File: src/rtl/dm_lsu.sv
// Data-memory load/store unit: loads complete 2 cycles after accept, SW in 2, SH/SB in 3 (read-modify-write).
// One request in flight; req_ready only in IDLE. LSU_ALIGN_CHECK_EN turns misalignment into an err pulse instead of truncation.
module dm_lsu (
    input  logic        clk,
    input  logic        Reset,
    input  logic        req_valid,
    input  logic [2:0]  req_op,
    input  logic [31:0] req_addr,
    input  logic [31:0] req_wdata,
    input  logic [31:0] req_pc,
    output logic        req_ready,
    output logic        rvalid,
    output logic [31:0] rdata,
    output logic        done,
    output logic        err,
    output logic [31:0] A,
    output logic [31:0] WD,
    output logic        RE,
    output logic        WE,
    output logic [31:0] PC,
    input  logic [31:0] RD
);

    localparam logic [2:0] S_IDLE   = 3'd0;
    localparam logic [2:0] S_LOAD   = 3'd1;
    localparam logic [2:0] S_STORE  = 3'd2;
    localparam logic [2:0] S_RMW_RD = 3'd3;
    localparam logic [2:0] S_RMW_WR = 3'd4;

    localparam logic [2:0] OP_LW  = 3'b000;
    localparam logic [2:0] OP_LH  = 3'b001;
    localparam logic [2:0] OP_LHU = 3'b010;
    localparam logic [2:0] OP_LB  = 3'b011;
    localparam logic [2:0] OP_LBU = 3'b100;
    localparam logic [2:0] OP_SW  = 3'b101;
    localparam logic [2:0] OP_SH  = 3'b110;
    localparam logic [2:0] OP_SB  = 3'b111;

    logic [2:0]  r_state;
    logic [2:0]  w_state_nxt;
    logic [2:0]  r_op;
    logic [31:0] r_addr;
    logic [31:0] r_wdata;
    logic [31:0] r_pc;
    logic [31:0] r_merge;
    logic [31:0] r_rdata;
    logic        r_rvalid;
    logic        r_done;

    logic        w_accept;
    logic        w_is_word;
    logic        w_is_half;
    logic        w_bad;
    logic [31:0] w_addr_in;
    logic [7:0]  w_byte;
    logic [15:0] w_half;
    logic [31:0] w_load_ext;
    logic [31:0] w_merge_in;

    assign req_ready = (r_state == S_IDLE);
    assign w_accept  = req_valid && req_ready;
    assign w_is_word = (req_op == OP_LW) || (req_op == OP_SW);
    assign w_is_half = (req_op == OP_LH) || (req_op == OP_LHU) || (req_op == OP_SH);

`ifdef LSU_ALIGN_CHECK_EN
    logic r_err;

    assign w_bad     = (w_is_word && (req_addr[1:0] != 2'b00)) || (w_is_half && req_addr[0]);
    assign w_addr_in = req_addr;
    assign err       = r_err;

    // A rejected request never leaves IDLE; err is the only trace it leaves.
    always_ff @(posedge clk or posedge Reset) begin
        if (Reset) begin
            r_err <= 1'b0;
        end else begin
            r_err <= w_accept && w_bad;
        end
    end
`else
    assign w_bad     = 1'b0;
    assign w_addr_in = {req_addr[31:2],
                        req_addr[1] & ~w_is_word,
                        req_addr[0] & ~(w_is_word | w_is_half)};
    assign err       = 1'b0;
`endif

    always_comb begin
        w_state_nxt = r_state;
        case (r_state)
            S_IDLE: begin
                if (w_accept && !w_bad) begin
                    case (req_op)
                        OP_SW:        w_state_nxt = S_STORE;
                        OP_SH, OP_SB: w_state_nxt = S_RMW_RD;
                        default:      w_state_nxt = S_LOAD;
                    endcase
                end
            end
            S_LOAD:   w_state_nxt = S_IDLE;
            S_STORE:  w_state_nxt = S_IDLE;
            S_RMW_RD: w_state_nxt = S_RMW_WR;
            S_RMW_WR: w_state_nxt = S_IDLE;
            default:  w_state_nxt = S_IDLE;
        endcase
    end

    // Little-endian lane selection on the latched address.
    always_comb begin
        w_byte = RD[7:0];
        case (r_addr[1:0])
            2'd0: w_byte = RD[7:0];
            2'd1: w_byte = RD[15:8];
            2'd2: w_byte = RD[23:16];
            2'd3: w_byte = RD[31:24];
            default: w_byte = RD[7:0];
        endcase
        w_half = r_addr[1] ? RD[31:16] : RD[15:0];
        case (r_op)
            OP_LH:   w_load_ext = {{16{w_half[15]}}, w_half};
            OP_LHU:  w_load_ext = {16'h0000, w_half};
            OP_LB:   w_load_ext = {{24{w_byte[7]}}, w_byte};
            OP_LBU:  w_load_ext = {24'h000000, w_byte};
            default: w_load_ext = RD;
        endcase
    end

    always_comb begin
        w_merge_in = RD;
        if (r_op == OP_SB) begin
            case (r_addr[1:0])
                2'd0: w_merge_in[7:0]   = r_wdata[7:0];
                2'd1: w_merge_in[15:8]  = r_wdata[7:0];
                2'd2: w_merge_in[23:16] = r_wdata[7:0];
                2'd3: w_merge_in[31:24] = r_wdata[7:0];
                default: w_merge_in = RD;
            endcase
        end else if (r_addr[1]) begin
            w_merge_in[31:16] = r_wdata[15:0];
        end else begin
            w_merge_in[15:0] = r_wdata[15:0];
        end
    end

    always_ff @(posedge clk or posedge Reset) begin
        if (Reset) begin
            r_state  <= S_IDLE;
            r_op     <= 3'b000;
            r_addr   <= 32'h0;
            r_wdata  <= 32'h0;
            r_pc     <= 32'h0;
            r_merge  <= 32'h0;
            r_rdata  <= 32'h0;
            r_rvalid <= 1'b0;
            r_done   <= 1'b0;
        end else begin
            r_state  <= w_state_nxt;
            r_rvalid <= (r_state == S_LOAD);
            r_done   <= (r_state == S_STORE) || (r_state == S_RMW_WR);
            if (w_accept) begin
                r_op    <= req_op;
                r_addr  <= w_addr_in;
                r_wdata <= req_wdata;
                r_pc    <= req_pc;
            end
            if (r_state == S_LOAD) begin
                r_rdata <= w_load_ext;
            end
            if (r_state == S_RMW_RD) begin
                r_merge <= w_merge_in;
            end
        end
    end

    assign rvalid = r_rvalid;
    assign rdata  = r_rdata;
    assign done   = r_done;
    assign A      = r_addr;
    assign PC     = r_pc;
    assign RE     = (r_state == S_LOAD) || (r_state == S_RMW_RD);
    assign WE     = (r_state == S_STORE) || (r_state == S_RMW_WR);
    assign WD     = (r_state == S_RMW_WR) ? r_merge : r_wdata;

endmodule
File: config.mk
export PLATFORM = sky130hd
export DESIGN_NAME = dm_lsu
export DESIGN_NICKNAME = d
export VERILOG_FILES = /design/src/rtl/dm_lsu.sv
export SDC_FILE = /design/constraint.sdc
export NUM_CORES = 1
export LEC_CHECK = 0
export BUFFER_PORTS_ARGS = -buffer_cell sky130_fd_sc_hd__buf_2
export CAP_MARGIN = 20
export CORE_MARGIN = 10
export CORE_UTILIZATION = 25
export CTS_BUF_LIST = sky130_fd_sc_hd__clkbuf_4 sky130_fd_sc_hd__clkbuf_8
export DETAILED_ROUTE_END_ITERATION = 6
export HOLD_SLACK_MARGIN = 0.08
export SLEW_MARGIN = 40
export SYNTH_ARGS = -nofsm -noshare
export SYNTH_HDL_FRONTEND = slang
export SYNTH_SLANG_ARGS = --single-unit
File: constraint.sdc
create_clock -name clk -period 6.7 [get_ports clk]
set_input_delay 0.67 -clock clk [delete_from_list [all_inputs] [get_ports clk]]
set_output_delay 0.67 -clock clk [all_outputs]
set_load 0.05 [all_outputs]
Word level (Yosys, flattened, before mapping)
Index checks and enable logic that the tools add are counted.

word-level totals
  memories kept = 0
  memory bits (writable) = 0
  bits in read-only memories = 0
  register bits after elaboration = 168
  bits in latches = 0
  output and inout port bits = 134

cells by class
  shift operators = 0
  multiply operators = 0
  add/sub/neg operators = 0
  divide/modulo/power cells = 0
  reductions and logical operators = 10
  bitwise operators = 5
  equal/unequal tests = 18
  muxes and demuxes = 14
  magnitude comparators = 0

operators with widths
  kind                number
  $pmux 32 s4         1
  $mux 32             2
  $mux 16             3
  $mux 8              4
  $pmux 8 s4          1
  $eq 3x3->1 const B  6
  $eq 3x2->1 const B  5
  $eq 3x1->1 const B  3
  $logic_not 3->1     2
  $pmux 3 s2          1
  $logic_or 1x1->1    5
  $eq 2x2->1 const B  2
  $pmux 2 s2          1
  $mux 3              1
  $and 1x1->1         2
  $eq 2x1->1 const B  1
  $logic_not 2->1     1
  $ne 2x1->1 const B  1
  $not 1->1           2
  $reduce_or 2->1     1
  $logic_and 1x1->1   1
  $or 1x1->1          1

Depth between registers and ports, before layout
Gate-level depths: netlist (run 1).

  depth in word-level cells = 6
  gate-level depth with buffers = 7
  depth with buffers taken out = 5

Worst setup path before layout (run 1)
OpenSTA, ideal clock, no wires.

  path kind = register to register
  start point = register r_state[1]
  end point = register r_pc[0] (netlist: PC[0])
  arrival = 2.462 ns
  cell stages (with the launch flop) = 8
  path slack = 4.171 ns
  library setup time = 0.066 ns
  buffers on the path = 3
  path through = dfrtp_1 > nor3_1 > and2_1 > buf_2 > buf_2 > buf_2 > nand2_1 > nand2_1

on the way
  longest elaborated chain between the ends = 2

ends and longest elaborated chain
  element                   RTL line  source
  start: declaration        39        logic [2:0] r_state;
  start signal: assignment  157       r_state <= w_state_nxt;
  $logic_not 3->1           60        assign req_ready = (r_state == S_IDLE);
  named net req_ready       11        output logic req_ready,
  $logic_and 1x1->1         61        assign w_accept = req_valid && req_ready;
  end signal: assignment    164       r_pc <= req_pc;
  end: declaration          44        logic [31:0] r_pc;

The timed path passes the listed nets, and every way through them passes these cells.
A chain may end at the register's enable or synchronous reset.

Worst setup path after layout (run 1)
  start point = register r_state[2]
  end point = output WD[10]

on the way
  longest elaborated chain between the ends = 2

ends and longest elaborated chain
  element           RTL line  source
  $eq 3x3->1        182       assign WD = (r_state == S_RMW_WR) ? r_merge : r_wdata;
  $mux 32           182
  end: declaration  17        output logic [31:0] WD,

Every way passes these cells.

==> results.json, run 1 <==
{
  "netlist_area_mm2": 0.00773,
  "tightest_slew_ns": 0.694,
  "synth_flop_cell": "dfrtp_1",
  "final_common_cell": "nand2_1",
  "antenna_found_initial": 7,
  "ys_seq_area_frac": 0.544,
  "track_usage": 0.146,
  "grt_max_degree": 104,
  "drc_errors": 0,
  "io_pins": 268,
  "ant_nets": 0,
  "path_class": "reg -> out",
  "p_int_mw": 2.07,
  "h-tree-depth": 4,
  "slew_viol_final": 0,
  "grt_pass1_vias": 6926,
  "synthesis.nets": 918,
  "critical_path_arrival_ns": 2.20,
  "clockPowerShare": 0.196,
  "p_switching_mw": 1.84,
  "cts.path.max_buffers": 2,
  "cellPowerDensity_mw_per_mm2": 398,
  "cp_max_fo": 32,
  "finalSetupTns_ns": 0,
  "wl_mm": 28.5,
  "die_h_um": 196,
  "slew_headroom": 0.537,
  "post_cts_resized": 0,
  "routedWlPerCell_um": 19.8,
  "cts_inserted_buffers": 17,
  "clock_skew_ns": 0.0230,
  "p_sw_frac": 0.470,
  "cts_tree": "yes",
  "via_per_inst": 4.66,
  "ir_drop_v": 0.000159,
  "path_clk_slew_ns": 0.10,
  "synth_edf_count": 0,
  "netlist_instances": 784,
  "syn_avg_cell_area_um2": 9.86,
  "hold_path.class": "in -> async",
  "drt_iter0_markers": 411,
  "die_w_um": 196,
  "layout_common_cells": "nand2_1, buf_2, dfrtp_1",
  "fin_hold_ws_ns": 0.182,
  "first_pass_iters": 5,
  "drive_gt1_frac": 0.370,
  "combPwrFrac": 0.413,
  "post_cts_buffers": 0,
  "regToRegSetupSlack_ns": 4.27,
  "vias": 6703,
  "fin_crit_ns": 2.87,
  "clk_latency_ns": 0.48,
  "cts_hold_buf": 0,
  "die_area_mm2": 0.0384,
  "overflow": 0,
  "rsz0062_at_grt": "no",
  "nFillCells": 3248,
  "place_congestion": 0.802,
  "required_ns": 6.03,
  "p_seq_frac": 0.391,
  "async_reset_ff_frac": 1.00,
  "cap_violations": 0,
  "cts.sinks": 168,
  "coreArea_mm2": 0.0306,
  "nets": 1160,
  "p_leak_nw": 5.03,
  "area_growth_pct": 27.2,
  "rows": 64,
  "ys.warnings.count": 0,
  "dp_hpwl_mm": 20.9,
  "initial_utilization": 0.253,
  "port_buffers": 266,
  "crit_path_end_kind": "output port",
  "grt_pass1_wl_mm": 43.4,
  "startpoint_type": "flip-flop",
  "max_freq_mhz": 348,
  "synth_cell_types": 45,
  "status": "completed",
  "finalSetupViolations": 0,
  "ys_ff_latch": 168,
  "cts-root-buf": "clkbuf_8",
  "hold_violations": 0,
  "fin_crit_sh": 0.428
}
## cells in the mapped netlist (all sizes together) (2+ instances only)
master / count / area [µm²]
nor2: 15 / 68.8
or3b: 2 / 17.5
o2111ai: 8 / 76.3
a221oi: 7 / 61.3
and3: 2 / 12.5
mux4: 8 / 180
mux2: 33 / 372
and2: 2 / 12.5
nand3: 3 / 15.0
a221o: 16 / 160
dfrtp: 168 / 4200
nor2b: 4 / 25.0
inv: 7 / 28.8
o221a: 23 / 259
a21oi: 11 / 66.3
xor2: 2 / 17.5
nor3: 3 / 15.0
o21ai: 33 / 176
mux2i: 31 / 310
clkbuf: 26 / 97.6
buf: 25 / 156
nand2: 334 / 1250
nand2b: 10 / 62.6
## logic make-up (layout without fill, tap and decap cells)
logic type      Yosys count  after routing  synth area share
other cells               1              3          0.000485
simple gates            377            377             0.194
buf+inv                  58            313            0.0366
xor+xnor                  3              3           0.00340
flops                   168            168             0.544
mux                      72             72             0.111
fa+ha+maj                 1              1           0.00129
compound gates          104            104             0.109
## sequential cells by signal (all words and copies together) (netlist names)
| register | count |
|---|---|
| A | 32 |
| PC | 32 |
| r_merge | 32 |
| r_wdata | 32 |
| rdata | 32 |
| r_op | 3 |
| r_state | 3 |
| done | 1 |
| rvalid | 1 |
## layer usage
| layer | wire, µm | GRT usage | vias to the layer above |
|---|---|---|---|
| met5 | 82 | 0 | - |
| met4 | 350 | 0.0348 | 10 |
| met3 | 2870 | 0.0655 | 27 |
| met2 | 13200 | 0.229 | 273 |
| met1 | 12000 | 0.178 | 3255 |
| li1 | - | - | 3138 |
## worst max-delay path, cell delays in order (launching register included)
cell and delay, ns:
dfrtp_1 0.45, nor3b_2 0.19, buf_4 0.44, mux2_2 0.43, buf_2 0.22
## final timing paths
check,start,to,depth (start not counted)
setup / recovery,r_state[2],WD[10],4
hold / removal,Reset,PC[8],2
setup reg to reg,r_state[1],A[0],5
hold reg to reg,r_wdata[22],r_wdata[22],2
max in group asynchronous,Reset,PC[14],4
min in group clk,req_wdata[2],r_wdata[2],3
## power by group through the flow
| stage | clock network (mW) | registers (mW) | logic [mW] |
|---|---|---|---|
| global placement | 0 | 1.55 | 1.62 |
| global route | 0.840 | 1.57 | 1.73 |
| floorplan | 0 | 2.02 | 0.698 |
| detailed placement | 0 | 1.55 | 1.64 |
| finish | 0.766 | 1.53 | 1.62 |
| CTS | 0.801 | 1.54 | 1.64 |
## stage by stage
| stage | total power [mW] | util | std cells | instance area [µm²] | setup WS [ns] |
|---|---|---|---|---|---|
| finish | 3.92 | 0.322 | 1437 | 9840 | 3.83 |
| detailed placement | 3.19 | 0.307 | 1402 | 9400 | 3.93 |
| global placement | 3.17 | 0.306 | 1400 | 9360 | 3.86 |
| CTS | 3.97 | 0.320 | 1434 | 9800 | 3.79 |
| floorplan | 2.72 | - | 784 | 7730 | 1.48 |
| global route | 4.14 | 0.321 | 1435 | 9830 | 3.67 |
## final cells by class
| class | count | area (µm²) | area share |
|---|---|---|---|
| flip-flops and latches | 168 | 4210 | 0.427 |
| multi-input cells | 558 | 3270 | 0.333 |
| repair buffers | 274 | 1420 | 0.144 |
| well taps | 396 | 495 | 0.0504 |
| clock buffers | 17 | 234 | 0.0238 |
| clock inverters | 15 | 170 | 0.0173 |
| inverters | 7 | 36.3 | 0.00369 |
| diodes | 2 | 5.00 | 0.000509 |
(Power assumes the default switching activity.)
==> run 2, diff against run 1 <==
- clock period: 6.7 -> 2.8 ns (I/O delays scaled with it)
==> run 2 against run 1 <==
Worst setup slack lost 3.5 ns. Sequential power grew 140%. Die area is the same. Register-to-register slack lost 3.5 ns. Critical endpoint is now WD[7]. Largest cell class unchanged. Largest power group unchanged. Highest routed layer unchanged.
==> results.json, run 2 (synthesis gave the netlist of run 1 again) <==
{
  "place_congestion": 0.796,
  "cp_max_fo": 32,
  "path_clk_slew_ns": 0.09,
  "h-tree-depth": 4,
  "die_h_um": 196,
  "antenna_found_initial": 6,
  "critical_path_arrival_ns": 2.19,
  "fin_crit_sh": 0.884,
  "cap_violations": 0,
  "p_leak_nw": 5.44,
  "vias": 7093,
  "crit_path_start": "r_state[1]",
  "crit_end": "WD[7]",
  "die_area_mm2": 0.0384,
  "startpoint_type": "flip-flop",
  "finalSetupTns_ns": 0,
  "drc_errors": 0,
  "required_ns": 2.52,
  "p_seq_frac": 0.386,
  "grt_max_degree": 105,
  "fin_hold_ws_ns": 0.127,
  "slew_viol_final": 0,
  "regToRegSetupSlack_ns": 0.73,
  "post-route-util": 0.355,
  "place_inst": 1407,
  "dp_hpwl_mm": 20.8,
  "rr_startpoint": "r_state[1]",
  "slew_headroom": 0.519,
  "cellPowerDensity_mw_per_mm2": 864,
  "crit_path_end_kind": "output port",
  "drt_iter0_markers": 533,
  "combPwrFrac": 0.432,
  "hold_path.class": "in -> reg",
  "clk_latency_ns": 0.46,
  "path_class": "reg -> out",
  "cts.sinks": 168,
  "die_w_um": 196,
  "final_common_cell": "nand2_1",
  "nets": 1268,
  "rows": 64,
  "clock_skew_ns": 0.0213,
  "timing.rr.end": "rdata[27]",
  "cts.path.max_buffers": 2,
  "grt_pass1_wl_mm": 45.2,
  "wl_mm": 29.3,
  "stdcell_count": 1545,
  "fin_crit_ns": 2.47,
  "routedWlPerCell_um": 19.0,
  "post_cts_buffers": 0,
  "layout_common_cells": "nand2_1, buf_2, dfrtp_1",
  "area_growth_pct": 40.5,
  "p_sw_frac": 0.464,
  "p_switching_mw": 4.36,
  "reg2reg_depth": 4,
  "first_pass_iters": 7,
  "io_pins": 268,
  "port_buffers": 266,
  "p_int_mw": 5.03,
  "coreArea_mm2": 0.0306,
  "max_freq_mhz": 404,
  "grt_pass1_vias": 7444,
  "via_per_inst": 4.59,
  "ant_nets": 0,
  "nFillCells": 3123,
  "cts_inserted_buffers": 17,
  "cts_tree": "yes",
  "track_usage": 0.150,
  "tightest_slew_ns": 0.717,
  "overflow": 0,
  "drive_gt1_frac": 0.337,
  "hold_violations": 0,
  "finalSetupViolations": 0,
  "initial_utilization": 0.253,
  "rsz0062_at_grt": "no",
  "status": "completed",
  "ir_drop_v": 0.000324,
  "cts-root-buf": "clkbuf_8",
  "clockPowerShare": 0.182
}
==> run 2: cell types whose count changed in the layout (fill, tap and decap cells not counted), sizes merged <==
cell / change
clkinv: -1
dlygate4sd3: +104
clkinvlp: +6
diode: +1
inv: -7
buf: +4
clkbuf: +1
==> run 2: through the flow <==
stage | power, mW | cell area [µm²] | worst slack (ns)
2_1_floorplan | 6.50 | 7740 | 0.271
3_3_place_gp | 7.60 | 9450 | 0.747
3_5_place_dp | 7.64 | 9450 | 0.707
4_1_cts | 9.53 | 10900 | 0.273
5_1_grt | 9.92 | 10900 | 0.197
6_report | 9.39 | 10900 | 0.325
==> run 2: what timing repair did <==
item / 4_1_cts / 5_1_grt
resized for setup: 0 / 0
setup endpoints to repair: 0 / 0
endpoints found under the hold margin: 131 / 0
hold buffers: 104 / 0
==> run 2: worst min-delay path by stage <==
stage / startpoint / to / slack, ns / cells past startpoint
floorplan: req_op[0] / r_state[0] / 0.38 / 1
CTS: req_op[0] / r_state[0] / 0.08 / 2
finish: req_op[0] / r_state[0] / 0.13 / 2
global route: req_op[0] / r_state[0] / 0.1 / 2
detailed placement: Reset / PC[18] / 0.21 / 2
global placement: Reset / A[30] / 0.21 / 2
==> run 2: critical path, stage by stage (launching register included) <==
cell     delay, ns
dfrtp_1       0.44
nor3b_2       0.19
buf_4         0.43
mux2_2        0.43
buf_2         0.22
==> run 2: layer usage <==
| layer | track usage | vias to the layer above | routed length [µm] |
|---|---|---|---|
| met4 | 0.0311 | 6 | 280 |
| met3 | 0.0529 | 20 | 2630 |
| met2 | 0.239 | 303 | 13700 |
| met5 | 0 | - | 34 |
| li1 | - | 3350 | - |
| met1 | 0.192 | 3414 | 12700 |
==> run 2: layout make-up <==
class                   count  area, µm²  area share
well taps                 396        495      0.0456
diodes                      3       7.51    0.000691
flip-flops and latches    168       4210       0.387
repair buffers            382       2500       0.230
clock inverters            13        123      0.0113
inverters                   7       32.5     0.00299
multi-input cells         558       3260       0.300
clock buffers              18        241      0.0222
==> run 2: power groups by stage <==
stage	clock (mW)	combinational (mW)	sequential, mW
3_5_place_dp	0	3.97	3.67
2_1_floorplan	0	1.67	4.83
6_report	1.71	4.05	3.62
3_3_place_gp	0	3.94	3.66
4_1_cts	1.80	4.09	3.63
5_1_grt	1.88	4.32	3.72
